==> src/rtl/hazard_scoreboard.sv <==
// hazard_scoreboard: per-register result-latency countdowns beside the ID stage.
// The block flags RAW hazards (early or late operand use) and WAW hazards for
// the instruction in ID. It also keeps a saturating count of stall cycles.
module hazard_scoreboard #(
  parameter int REG_ADDR_W = 5,
  parameter int LAT_W      = 3,
  parameter int CNT_W      = 32
) (
  input  logic                  clk,
  input  logic                  rst_n,
  input  logic                  id_valid,
  input  logic [REG_ADDR_W-1:0] id_rs1,
  input  logic                  id_rs1_used,
  input  logic [REG_ADDR_W-1:0] id_rs2,
  input  logic                  id_rs2_used,
  input  logic                  id_rs2_late,
  input  logic [REG_ADDR_W-1:0] id_rd,
  input  logic                  id_wen,
  input  logic [LAT_W-1:0]      id_lat,
  input  logic                  hold,
  input  logic                  flush,
  output logic                  stall,
  output logic [1:0]            stall_cause,
  output logic                  issue,
  output logic [CNT_W-1:0]      stall_count
);

  localparam int NREG = 1 << REG_ADDR_W;

  // x0 has no countdown entry; the read view below supplies a constant zero for it.
  logic [LAT_W-1:0] cnt_q  [1:NREG-1];
  logic [LAT_W-1:0] cnt_rd [NREG];

  logic [LAT_W-1:0] cnt_rs1;
  logic [LAT_W-1:0] cnt_rs2;
  logic [LAT_W-1:0] cnt_rd_dst;
  logic             raw1;
  logic             raw2e;
  logic             raw2l;
  logic             waw;
  logic             rd_write;

  function automatic logic [CNT_W-1:0] sat_inc(input logic [CNT_W-1:0] v);
    return (&v) ? v : v + CNT_W'(1);
  endfunction

  // Flat read view of the countdowns, with entry 0 hardwired to zero.
  always_comb begin
    cnt_rd[0] = '0;
    for (int r = 1; r < NREG; r++) begin
      cnt_rd[r] = cnt_q[r];
    end
  end

  assign cnt_rs1    = cnt_rd[id_rs1];
  assign cnt_rs2    = cnt_rd[id_rs2];
  assign cnt_rd_dst = cnt_rd[id_rd];

  // A late (store-data) consumer can use a result one cycle earlier, so it
  // only conflicts while more than one cycle remains.
  assign raw1  = id_rs1_used && (id_rs1 != '0) && (cnt_rs1 != '0);
  assign raw2e = id_rs2_used && !id_rs2_late && (id_rs2 != '0) && (cnt_rs2 != '0);
  assign raw2l = id_rs2_used && id_rs2_late && (id_rs2 != '0) && (cnt_rs2 > LAT_W'(1));
  // A younger write must not complete before an older write to the same rd.
  assign waw   = id_wen && (id_rd != '0) && (cnt_rd_dst > id_lat);

  assign stall    = id_valid && !flush && (raw1 || raw2e || raw2l || waw);
  assign issue    = id_valid && !stall && !hold && !flush;
  assign rd_write = issue && id_wen && (id_rd != '0);

  // Report the highest-priority hazard cause; zero whenever there is no stall.
  always_comb begin
    stall_cause = 2'd0;
    if (stall) begin
      if (raw1 || raw2e) begin
        stall_cause = 2'd1;
      end else if (raw2l) begin
        stall_cause = 2'd2;
      end else begin
        stall_cause = 2'd3;
      end
    end
  end

  // Countdowns decrement unless frozen; a new issue to rd overrides that entry's decrement.
  always_ff @(posedge clk or negedge rst_n) begin
    if (!rst_n) begin
      for (int r = 1; r < NREG; r++) begin
        cnt_q[r] <= '0;
      end
    end else if (!hold) begin
      for (int r = 1; r < NREG; r++) begin
        if (rd_write && (id_rd == REG_ADDR_W'(r))) begin
          cnt_q[r] <= id_lat;
        end else if (cnt_q[r] != '0) begin
          cnt_q[r] <= cnt_q[r] - LAT_W'(1);
        end
      end
    end
  end

  // Stall cycles are counted only when the pipeline is not frozen.
  always_ff @(posedge clk or negedge rst_n) begin
    if (!rst_n) begin
      stall_count <= '0;
    end else if (stall && !hold) begin
      stall_count <= sat_inc(stall_count);
    end
  end

endmodule

==> config.mk <==
export PLATFORM = sky130hd
export DESIGN_NAME = hazard_scoreboard
export DESIGN_NICKNAME = d
export VERILOG_FILES = /design/src/rtl/hazard_scoreboard.sv
export SDC_FILE = /design/constraint.sdc
export NUM_CORES = 1
export LEC_CHECK = 0
export BUFFER_PORTS_ARGS = -buffer_cell sky130_fd_sc_hd__buf_2
export CAP_MARGIN = 20
export CORE_ASPECT_RATIO = 2
export CORE_MARGIN = 2
export CORE_UTILIZATION = 50
export CTS_BUF_LIST = sky130_fd_sc_hd__clkbuf_4
export DETAILED_ROUTE_END_ITERATION = 10
export MAX_ROUTING_LAYER = met4
export PLACE_DENSITY = 0.68
export SYNTH_ARGS = -nofsm -noshare
export SYNTH_HDL_FRONTEND = slang
export SYNTH_SLANG_ARGS = --single-unit
==> constraint.sdc <==
create_clock -name clk -period 4.6 [get_ports clk]
set_input_delay 0.46 -clock clk [delete_from_list [all_inputs] [get_ports clk]]
set_output_delay 0.46 -clock clk [all_outputs]
set_load 0.1 [all_outputs]
---- Word-level counts from Yosys, hierarchy flattened ----
Cells that the tools add are included.
storage, ports and cells
  output and inout port bits .............. 36
  register bits after elaboration ......... 125
cells by class
  reductions and logical operators ........ 156
  magnitude comparators ................... 5
  equality and inequality tests ........... 31
  add/sub/neg operators ................... 32
  bitwise gates (word level) .............. 5
  multiplexer cells ....................... 74
operator list
  cell                     number
  $mux W3                  68
  $reduce_bool A3 Y1       33
  $sub A3 B1 Y3 const B    31
  $eq A5 B5 Y1 const B     16
  $reduce_and A2 Y1        32
  $reduce_bool A2 Y1       31
  $logic_and A1 B1 Y1      49
  $bmux W3 S5              3
  $eq A5 B4 Y1 const B     8
  $add A32 B1 Y32 const B  1
  $reduce_and A32 Y1       1
  $eq A5 B3 Y1 const B     4
  $ge A6 B6 Y1 const B     3
  $not A5 Y6               3
  $reduce_bool A5 Y1       3
  $eq A5 B2 Y1 const B     2
  $eq A5 B1 Y1 const B     1
  $logic_not A1 Y1         4
  $mux W2                  2
  $gt A3 B1 Y1 const B     1
  $gt A3 B3 Y1             1
  $logic_or A1 B1 Y1       3
  $not A1 Y1               2
  $mux W1                  1

---- Longest topological paths before layout ----
Gate-level depths: netlist of run 1.
  word-level depth ........................ 19
  depth in mapped cells ................... 17

---- Least setup slack after synthesis of run 1 ----
OpenSTA, ideal clock, no wires.
  path kind ............................... input port to output port
  start ................................... input id_rd[0]
  end ..................................... output stall_cause[0]
  stages on the path ...................... 13
  data required time ...................... 4.140 ns
  data arrival time ....................... 5.252 ns
  setup slack ............................. -1.112 ns
  path through ............................ buf_1 clkbuf_1 mux4_2 mux4_2 mux2_2 ha_1 nor2b_1 o21ai_0 a211oi_1 nand3b_1 buf_2 nand3b_1 a31oi_1
on the way
  cells in the longest elaborated chain, start to end .. 9
RTL lines
  what                                        RTL line  text
  from (decl)                                 17        input logic [REG_ADDR_W-1:0] id_rd,
  $not A5 Y6 (implied by the code)            57        assign cnt_rd_dst = cnt_rd[id_rd];
  $bmux W3 S5                                 57
  $mux W3 (implied by the code) (2 in a row)  57
  $gt A3 B3 Y1                                65        assign waw = id_wen && (id_rd != '0) && (cnt_rd_dst > id_lat);
  $logic_and A1 B1 Y1 (*)                     65
  $logic_or A1 B1 Y1 (*)                      67        assign stall = id_valid && !flush && (raw1 || raw2e || raw2l || waw);
  $logic_and A1 B1 Y1 (*)                     67
  $mux W2 (*)                                 74        if (stall) begin
  to (decl)                                   23        output logic [1:0] stall_cause,
Every way passes the cells marked *; elsewhere a longest branch is shown, timed or not. The select of a mux whose other input is x is not followed.

---- Worst setup path in the final report of run 1 ----
  start ................................... register cnt_q[10] (netlist bit)
  end ..................................... output stall_cause[0]
on the way
  cells in the longest elaborated chain, start to end .. 10
RTL lines
  what                                                  RTL line  text
  from (decl)                                           31        logic [LAT_W-1:0] cnt_q [1:NREG-1];
  from (signal, indexed assignment)                     94        cnt_q[r] <= id_lat;
  from (signal, indexed assignment)                     96        cnt_q[r] <= cnt_q[r] - LAT_W'(1);
  branches (longest 9 deep; another with $gt A3 B1 Y1)  -
  $mux W2 (*)                                           74
Mark *: on every way between the ends. The select of a mux whose other input is x is not followed.

==> results of run 1 <==
cell families (layout without fill, tap and decap cells):
| family | after synthesis | count (layout) | synth area share (%) |
|---|---|---|---|
| xor gates and xnor gates | 31 | 31 | 2.62 |
| AOI/OAI and AO/OA | 230 | 230 | 16.4 |
| buffers and inverters | 146 | 212 | 5.86 |
| adders and majority gates | 66 | 66 | 7.96 |
| and+or+nand+nor | 480 | 480 | 27.1 |
| muxes | 56 | 56 | 9.93 |
| DFF | 125 | 125 | 30.1 |
| other | 0 | 1 | 0 |
state kept, by name, indices dropped and copies added, names as in the netlist:
register     count
cnt_q           93
stall_count     32
metrics by stage:
stage | hold WS, ns | worst slack, ns | cells | util, % | total power, W
final | 0.261 | 0.121 | 1467 | 55.8 | 0.00545
after global routing | 0.234 | -0.0523 | 1467 | 55.8 | 0.00587
after CTS | 0.200 | 0.0467 | 1466 | 55.7 | 0.00542
after detailed placement | 0.477 | 0.117 | 1433 | 54.5 | 0.00469
after global placement | 0.469 | 0.115 | 1433 | 54.5 | 0.00460
after floorplan | 0.164 | 0.00780 | 1134 | - | 0.00389
worst register-to-register path, delay by kind of cell, from the launching register on:
| kind | cells | cell delay, ns |
|---|---|---|
| multiplexers | 4 | 1.52 |
| AND/OR/NAND/NOR | 4 | 1.02 |
| flip-flops | 1 | 0.49 |
| AO/OA/AOI/OAI | 3 | 0.44 |
| adder cells (fa/ha/maj) | 1 | 0.29 |
| buffers and inverters | 1 | 0.16 |
power by group:
| part | switching [W] | total (W) | internal (W) |
|---|---|---|---|
| Clock | 0.000435 | 0.000723 | 0.000287 |
| Combinational | 0.00126 | 0.00250 | 0.00124 |
| Sequential | 0.000748 | 0.00223 | 0.00148 |
cell type report:
| type | count | area [sq um] |
|---|---|---|
| sequential | 125 | 3140 |
| tap | 266 | 333 |
| inverter | 79 | 300 |
| timing repair buffer | 101 | 687 |
| antenna | 1 | 2.50 |
| clock buffer | 22 | 165 |
| fill | 1902 | 8990 |
| multi-input combinational | 863 | 6670 |
| clock inverter | 10 | 73.8 |
layer usage:
layer | up-vias | share of wire [%]
met5 | - | 0
met3 | 161 | 5.2
met1 | 4672 | 35
li1 | 4359 | -
met4 | 0 | 8.2
met2 | 422 | 52
cells in the final DEF, fill, tap and decap left out, types with 37 or more instances in the layout:
cell type	netlist	layout
buf_2	15	56
mux4_2	37	37
ha_1	66	66
and3_1	53	53
nor2b_1	42	41
nand4_1	40	40
nor4b_1	39	39
inv_1	77	76
buf_4	3	37
nand2_1	56	56
o21ai_0	77	76
dfrtp_1	125	112
nor2_1	98	97
worst min path at each step:
stage | startpoint | to | slack (ns) | cells after the start
finish | id_lat[2] | cnt_q[62]$_DFFE_PN0P_ | 0.26 | 3
global route | id_lat[2] | cnt_q[62]$_DFFE_PN0P_ | 0.23 | 3
CTS | id_lat[2] | cnt_q[62]$_DFFE_PN0P_ | 0.20 | 3
detailed placement | stall_count[24]$_DFFE_PN0P_ | stall_count[24]$_DFFE_PN0P_ | 0.48 | 1
global placement | stall_count[16]$_DFFE_PN0P_ | stall_count[16]$_DFFE_PN0P_ | 0.47 | 1
floorplan | rst_n | cnt_q[0]$_DFFE_PN0P_ | 0.16 | 0
what timing repair did:
item | CTS | global route
endpoints found under the setup margin | 0 | 4
hold buffers | 1 | 0
endpoints found under the hold margin | 55 | 0
resized for setup | 0 | 17
==> reports/metrics.csv, run 1 <==
metric,value,unit
outcome,completed,
route.detailed.wl_per_inst,22.0,microns
met2_track_utilization_from_global_routing,52.6,%
path_delay_family,multiplexers,
fin_tns_setup,0,ns
drt_first_pass_iters,7,
cells_traversed_along_the_worst_timing_path,mux4_2 -> mux4_2 -> mux2_2 -> ha_1 -> nor2b_1 -> o21ai_1 -> a211oi_2 -> nand3b_1 -> nand3b_1 -> buf_4 -> a31oi_4 -> buf_12,
post_layout_instance_area,11400,sq um
grt_use_total,31.0,%
cts_num_sinks,125,
yosys.area.top_type_share,30.1,%
vdd_drop_max,301,uV
static-leakage-power,5.14,nW
final_min_period_over_clock_period,97.4,%
via_count_of_the_first_global_routing_pass,9586,
synth_sequential_area_ratio,30.1,%
cts_buffer_depth,2,
yosysWarnings,0,
post_detailed_route_via_to_cell_ratio,6.55,
initial_core_util,50.9,%
timing.critical_path.required,4.14,ns
design.core.area,20400,sq um
worst_hold_path_type,input port to flip-flop,
post_synth_edffs,0,
synth_async_sr_flop_share,100,%
globalRoute.busiestLayer,met2,
drtAntennaViolNets,0,
area_growth_syn_to_layout,9.64,%
design.portCount,63,
cts_root_buf,clkbuf_4,
num_vias,9614,
depth_of_the_worst_register_to_register_path,13,
grtUsageMet1,31.4,%
tritoncts,done,
slew_headroom,31.5,%
worst_clock_skew,0.0239,ns
synth_area_leaders,"dfrtp_1 30%, mux4_2 8.0%, ha_1 8.0%",
ys.flop_type,dfrtp_1,
buffer_ports.inserted,62,
grt_remaining_overflow,0,
detailedPlacementHpwl,23.3,mm
dieWidth,106,microns
finalMaxSlewViolations,0,
reg2reg_setup_slack,0.64,ns
maxCapViolations,0,
final_hold_viol_count,0,
clock_tree.htree_level_count,4,
cpMaxStageDelayCell,dfrtp_2,
design.die.area,22000,sq um
timing.critical_path.to,stall_cause[0],
yosysUniqueCellTypes,64,
worst_setup_hold_path_clk_slew,0.11,ns
synthesized_area_divided_by_synthesized_cell_count,9.15,sq um
drc,0,
setup_viol_count_final,0,
rr_endpoint,cnt_q[79]$_DFFE_PN0P_,
timing.critical_path.to_type,primary output,
timing.final.crit_period,4.48,ns
nets,1280,
grt_first_pass_wirelength,51.2,mm
buf_inv_on_cp,2,
drt_iter0_markers,691,
grt_antenna_before_repair,1,
synth.ff_latch_count,125,
post_cts_buffers,0,
synth_fp_nets,1227,
most_frequent_cell_after_synthesis,dfrtp_1,
crit_type,flip-flop to primary output,
die_h,208,microns
row_count,74,
tritoncts.num_buffers,17,
share_of_layout_cells_above_drive_strength_1,20.1,%
setup.worst_path.start_class,flip-flop,
max_slew.worst_pin.slew,1.03,ns
critPathMaxFanout,6,
crit_path_start,cnt_q[10]$_DFFE_PN0P_,
groute.layer.met3.usage,5.43,%
clock_insertion_delay_worst_skew,0.61,ns
grt_start_max_net_pins,76,
finalWeightedCongestion,0.970,
critical_path_depth,12,
timing.critical_path.arrival,4.02,ns
critical_path.reg2reg.startpoint,cnt_q[10]$_DFFE_PN0P_,
cp_slowest_stage_delay,0.49,ns
synth.cell_area,10400,sq um
post_synth_most_frequent_cells,"125 x dfrtp_1, 98 x nor2_1, 77 x inv_1, 77 x o21ai_0, 66 x ha_1",
p_per_area,479,nW/um^2
routed_wl,32.2,mm
syn-instance-count,1134,
synth_largest_area_cell,dfrtp_1,
placement.cell_area,11100,sq um
fmaxAchievable,223,MHz
No activity file was read; power rests on OpenSTA's default activity.
==> inputs of run 2 (changes only) <==
--- a/config.mk
+++ b/config.mk
@@ -5,6 +5,7 @@
 export SDC_FILE = /design/constraint.sdc
 export NUM_CORES = 1
 export LEC_CHECK = 0
+export ABC_AREA = 1
 export BUFFER_PORTS_ARGS = -buffer_cell sky130_fd_sc_hd__buf_2
 export CAP_MARGIN = 20
 export CORE_ASPECT_RATIO = 2
@@ -13,7 +14,7 @@
 export CTS_BUF_LIST = sky130_fd_sc_hd__clkbuf_4
 export DETAILED_ROUTE_END_ITERATION = 10
 export MAX_ROUTING_LAYER = met4
-export PLACE_DENSITY = 0.68
+export PLACE_DENSITY = 0.67
 export SYNTH_ARGS = -nofsm -noshare
 export SYNTH_HDL_FRONTEND = slang
 export SYNTH_SLANG_ARGS = --single-unit
==> reports/metrics.csv, run 2 <==
metric,value,unit,change
die_h,222,microns,+6.7%
post_synth_edffs,0,,unchanged
most_frequent_cell_after_synthesis,nand2_1,,
finalWeightedCongestion,1.01,,+4.0%
initial_core_util,51.0,%,about the same
route.detailed.wl_per_inst,20.2,microns,-8.1%
grt_use_total,35.1,%,+4.1 points
row_count,79,,+6.8%
routed_wl,42.3,mm,+31%
fin_tns_setup,0,ns,unchanged
tritoncts,done,,
p_per_area,548,nW/um^2,+14%
cts_num_sinks,125,,unchanged
area_growth_syn_to_layout,6.56,%,
largest_register,cnt_q,,
timing.critical_path.arrival,3.90,ns,-0.12 ns
share_of_the_synthesized_area_in_compound_gates_ao_oa_aoi_oai,7.53,%,-8.8 points
timing.final.crit_period,4.36,ns,-0.119 ns
post_synth_most_frequent_cells,"670 x nand2_1, 196 x inv_1, 125 x dfrtp_1, 125 x nand4_1, 115 x nand3_1",,
drtAntennaViolNets,0,,unchanged
via_count_of_the_first_global_routing_pass,12500,,+30%
clock_insertion_delay_worst_skew,0.65,ns,+0.04 ns
largest_registers,"cnt_q: 93 flops, stall_count: 32 flops",,
finalMaxSlewViolations,0,,unchanged
dominant_combinational_cell_family_by_area_after_synthesis,simple AND/OR/NAND/NOR gates,,
critical_path.reg2reg.startpoint,stall_count[0]$_DFFE_PN0P_,,
worst_hold_path_type,input port to async pin,,
syn-instance-count,1771,,+56%
largest_register_ff_count,93,,unchanged
drt_iter0_markers,987,,+43%
drc,0,,unchanged
worst_setup_hold_path_clk_slew,0.12,ns,about the same
fmaxAchievable,229,MHz,+2.7%
grt_antenna_before_repair,1,,unchanged
final_min_period_over_clock_period,94.8,%,-2.6 points
clock_tree.htree_level_count,4,,unchanged
cts_buffer_depth,2,,unchanged
nets,1894,,+48%
synth_async_sr_flop_share,100,%,unchanged
timing.critical_path.to_type,primary output,,
outcome,completed,,
worst_clock_skew,0.0266,ns,+0.00269 ns
vdd_drop_max,515,uV,+71%
design.core.area,23200,sq um,+14%
crit_path_start,id_rd[0],,
critPathMaxFanout,49,,+43
yosysUniqueCellTypes,44,,-31%
slew_headroom,38.0,%,+6.5 points
dieWidth,113,microns,+6.6%
post-route-util,54.3,%,-1.5 points
detailedPlacementHpwl,30.5,mm,+31%
setup.worst_path.start_class,input port,,
cts_root_buf,clkbuf_4,,
synthesized_area_divided_by_synthesized_cell_count,6.69,sq um,-27%
post_layout_instance_area,12600,sq um,+11%
synth_area_leaders,"dfrtp_1 26%, nand2_1 21%, ha_1 7.0%",,
power.total,0.00691,W,+27%
ys.flop_type,dfrtp_1,,
crit_type,input port to primary output,,
share_of_layout_cells_above_drive_strength_1,10.7,%,-9.4 points
max_slew.worst_pin.slew,0.922,ns,-0.103 ns
static-leakage-power,6.70,nW,+30%
synth_sequential_area_ratio,26.4,%,-3.7 points
final_hold_viol_count,0,,unchanged
layout.cells.most_common_list,"670 x nand2_1, 195 x inv_1, 125 x nand4_1, 125 x dfrtp_1, 115 x nand3_1",,
buffer_ports.inserted,62,,unchanged
synth_xor_area_share,4.59,%,+2.0 points
rsz0062_at_grt,no,,
design.die.area,25000,sq um,+14%
post_detailed_route_via_to_cell_ratio,5.87,,-10%
num_vias,12300,,+28%
placement.cell_area,12300,sq um,+11%
drt_first_pass_iters,6,,-1
setup_viol_count_final,0,,unchanged
muxShareOfSynthArea,0,%,-9.9 points
yosysWarnings,0,,unchanged
timing.critical_path.required,4.14,ns,about the same
yosys.area_share.adder,6.97,%,-0.99 points
layout.cells.most_common,nand2_1,,
maxCapViolations,0,,unchanged
yosys.area.top_type_share,26.4,%,-3.7 points
grt_start_max_net_pins,125,,+64%
post_synth_and_or_nand_nor_area_fraction,44.3,%,+17 points
grt_remaining_overflow,0,,unchanged
synth.cell_area,11800,sq um,+14%
synth.ff_latch_count,125,,unchanged
grt_first_pass_wirelength,66.1,mm,+29%
design.portCount,63,,unchanged
tritoncts.num_buffers,17,,unchanged
synth_fp_nets,1864,,+52%
synth_largest_area_cell,dfrtp_1,,
depth_of_the_worst_register_to_register_path,11,,-2
-- run 2: area by class of cell --
cell class              count  area, sq um
fillers                  2340        10600
multi-input cells        1366         7510
flip-flops and latches    125         3130
inverters                 202          763
repair buffers             89          592
well taps                 283          354
clock buffers              23          173
clock inverters             8         93.8
diodes                      1         2.50
-- run 2: cell families (layout without fill, tap and decap cells) --
kind of cell	after synthesis	after routing
buffers and inverters	280	322
AOI/OAI and AO/OA	135	135
other	0	1
DFF	125	125
adders and majority gates	66	66
xor gates and xnor gates	62	62
and+or+nand+nor	1103	1103
-- run 2: repair_timing --
action                                  in CTS  in global routing
endpoints found under the hold margin       86                  0
setup buffers                                0                  0
resized for setup                            1                  2
endpoints found under the setup margin       4                  2
hold buffers                                 1                  0
-- run 2: final timing paths --
check | end | slack, ns
max | issue | 0.24
min | cnt_q[3]$_DFFE_PN0P_ | 0.45
max reg2reg | stall_count[7]$_DFFE_PN0P_ | 0.73
min reg2reg | cnt_q[72]$_DFFE_PN0P_ | 0.49
max in group asynchronous | stall_count[1]$_DFFE_PN0P_ | 3.10
min in group clk | cnt_q[72]$_DFFE_PN0P_ | 0.49
-- run 2: report_power, final --
| group | internal [W] | switching, W |
|---|---|---|
| clock network | 0.000351 | 0.000457 |
| registers | 0.00153 | 0.000470 |
| logic | 0.00139 | 0.00271 |
| total | 0.00328 | 0.00364 |
-- run 2: stage by stage --
stage	setup slack, ns	hold WS, ns	std cells
global route	0.0301	0.502	2097
CTS	0.228	0.468	2096
finish	0.240	0.453	2097
global placement	0.0170	0.464	2064
detailed placement	-0.119	0.465	2064
floorplan	0.335	0.164	1771
-- run 2: layer usage --
| metal | GRT usage (%) | routed length, microns | vias to the layer above |
|---|---|---|---|
| met2 | 61.2 | 21800 | 522 |
| met5 | - | 0 | - |
| li1 | - | - | 5873 |
| met4 | 27.5 | 3730 | 0 |
| met1 | 33.9 | 14600 | 5684 |
| met3 | 5.44 | 2150 | 228 |
-- run 2: critical path, cell delays in order --
cell,delay (ns)
buf_2,0.11
inv_1,0.08
nor2_2,0.51
inv_1,0.41
buf_4,0.29
o22ai_1,0.11
o21ai_0,0.10
nand4_1,0.12
nor2_1,0.05
a31oi_1,0.15
ha_1,0.27
a21oi_1,0.14
o21ai_0,0.09
nand3_1,0.11
nand2_2,0.13
nor3_4,0.27
buf_12,0.27
buf_12,0.21
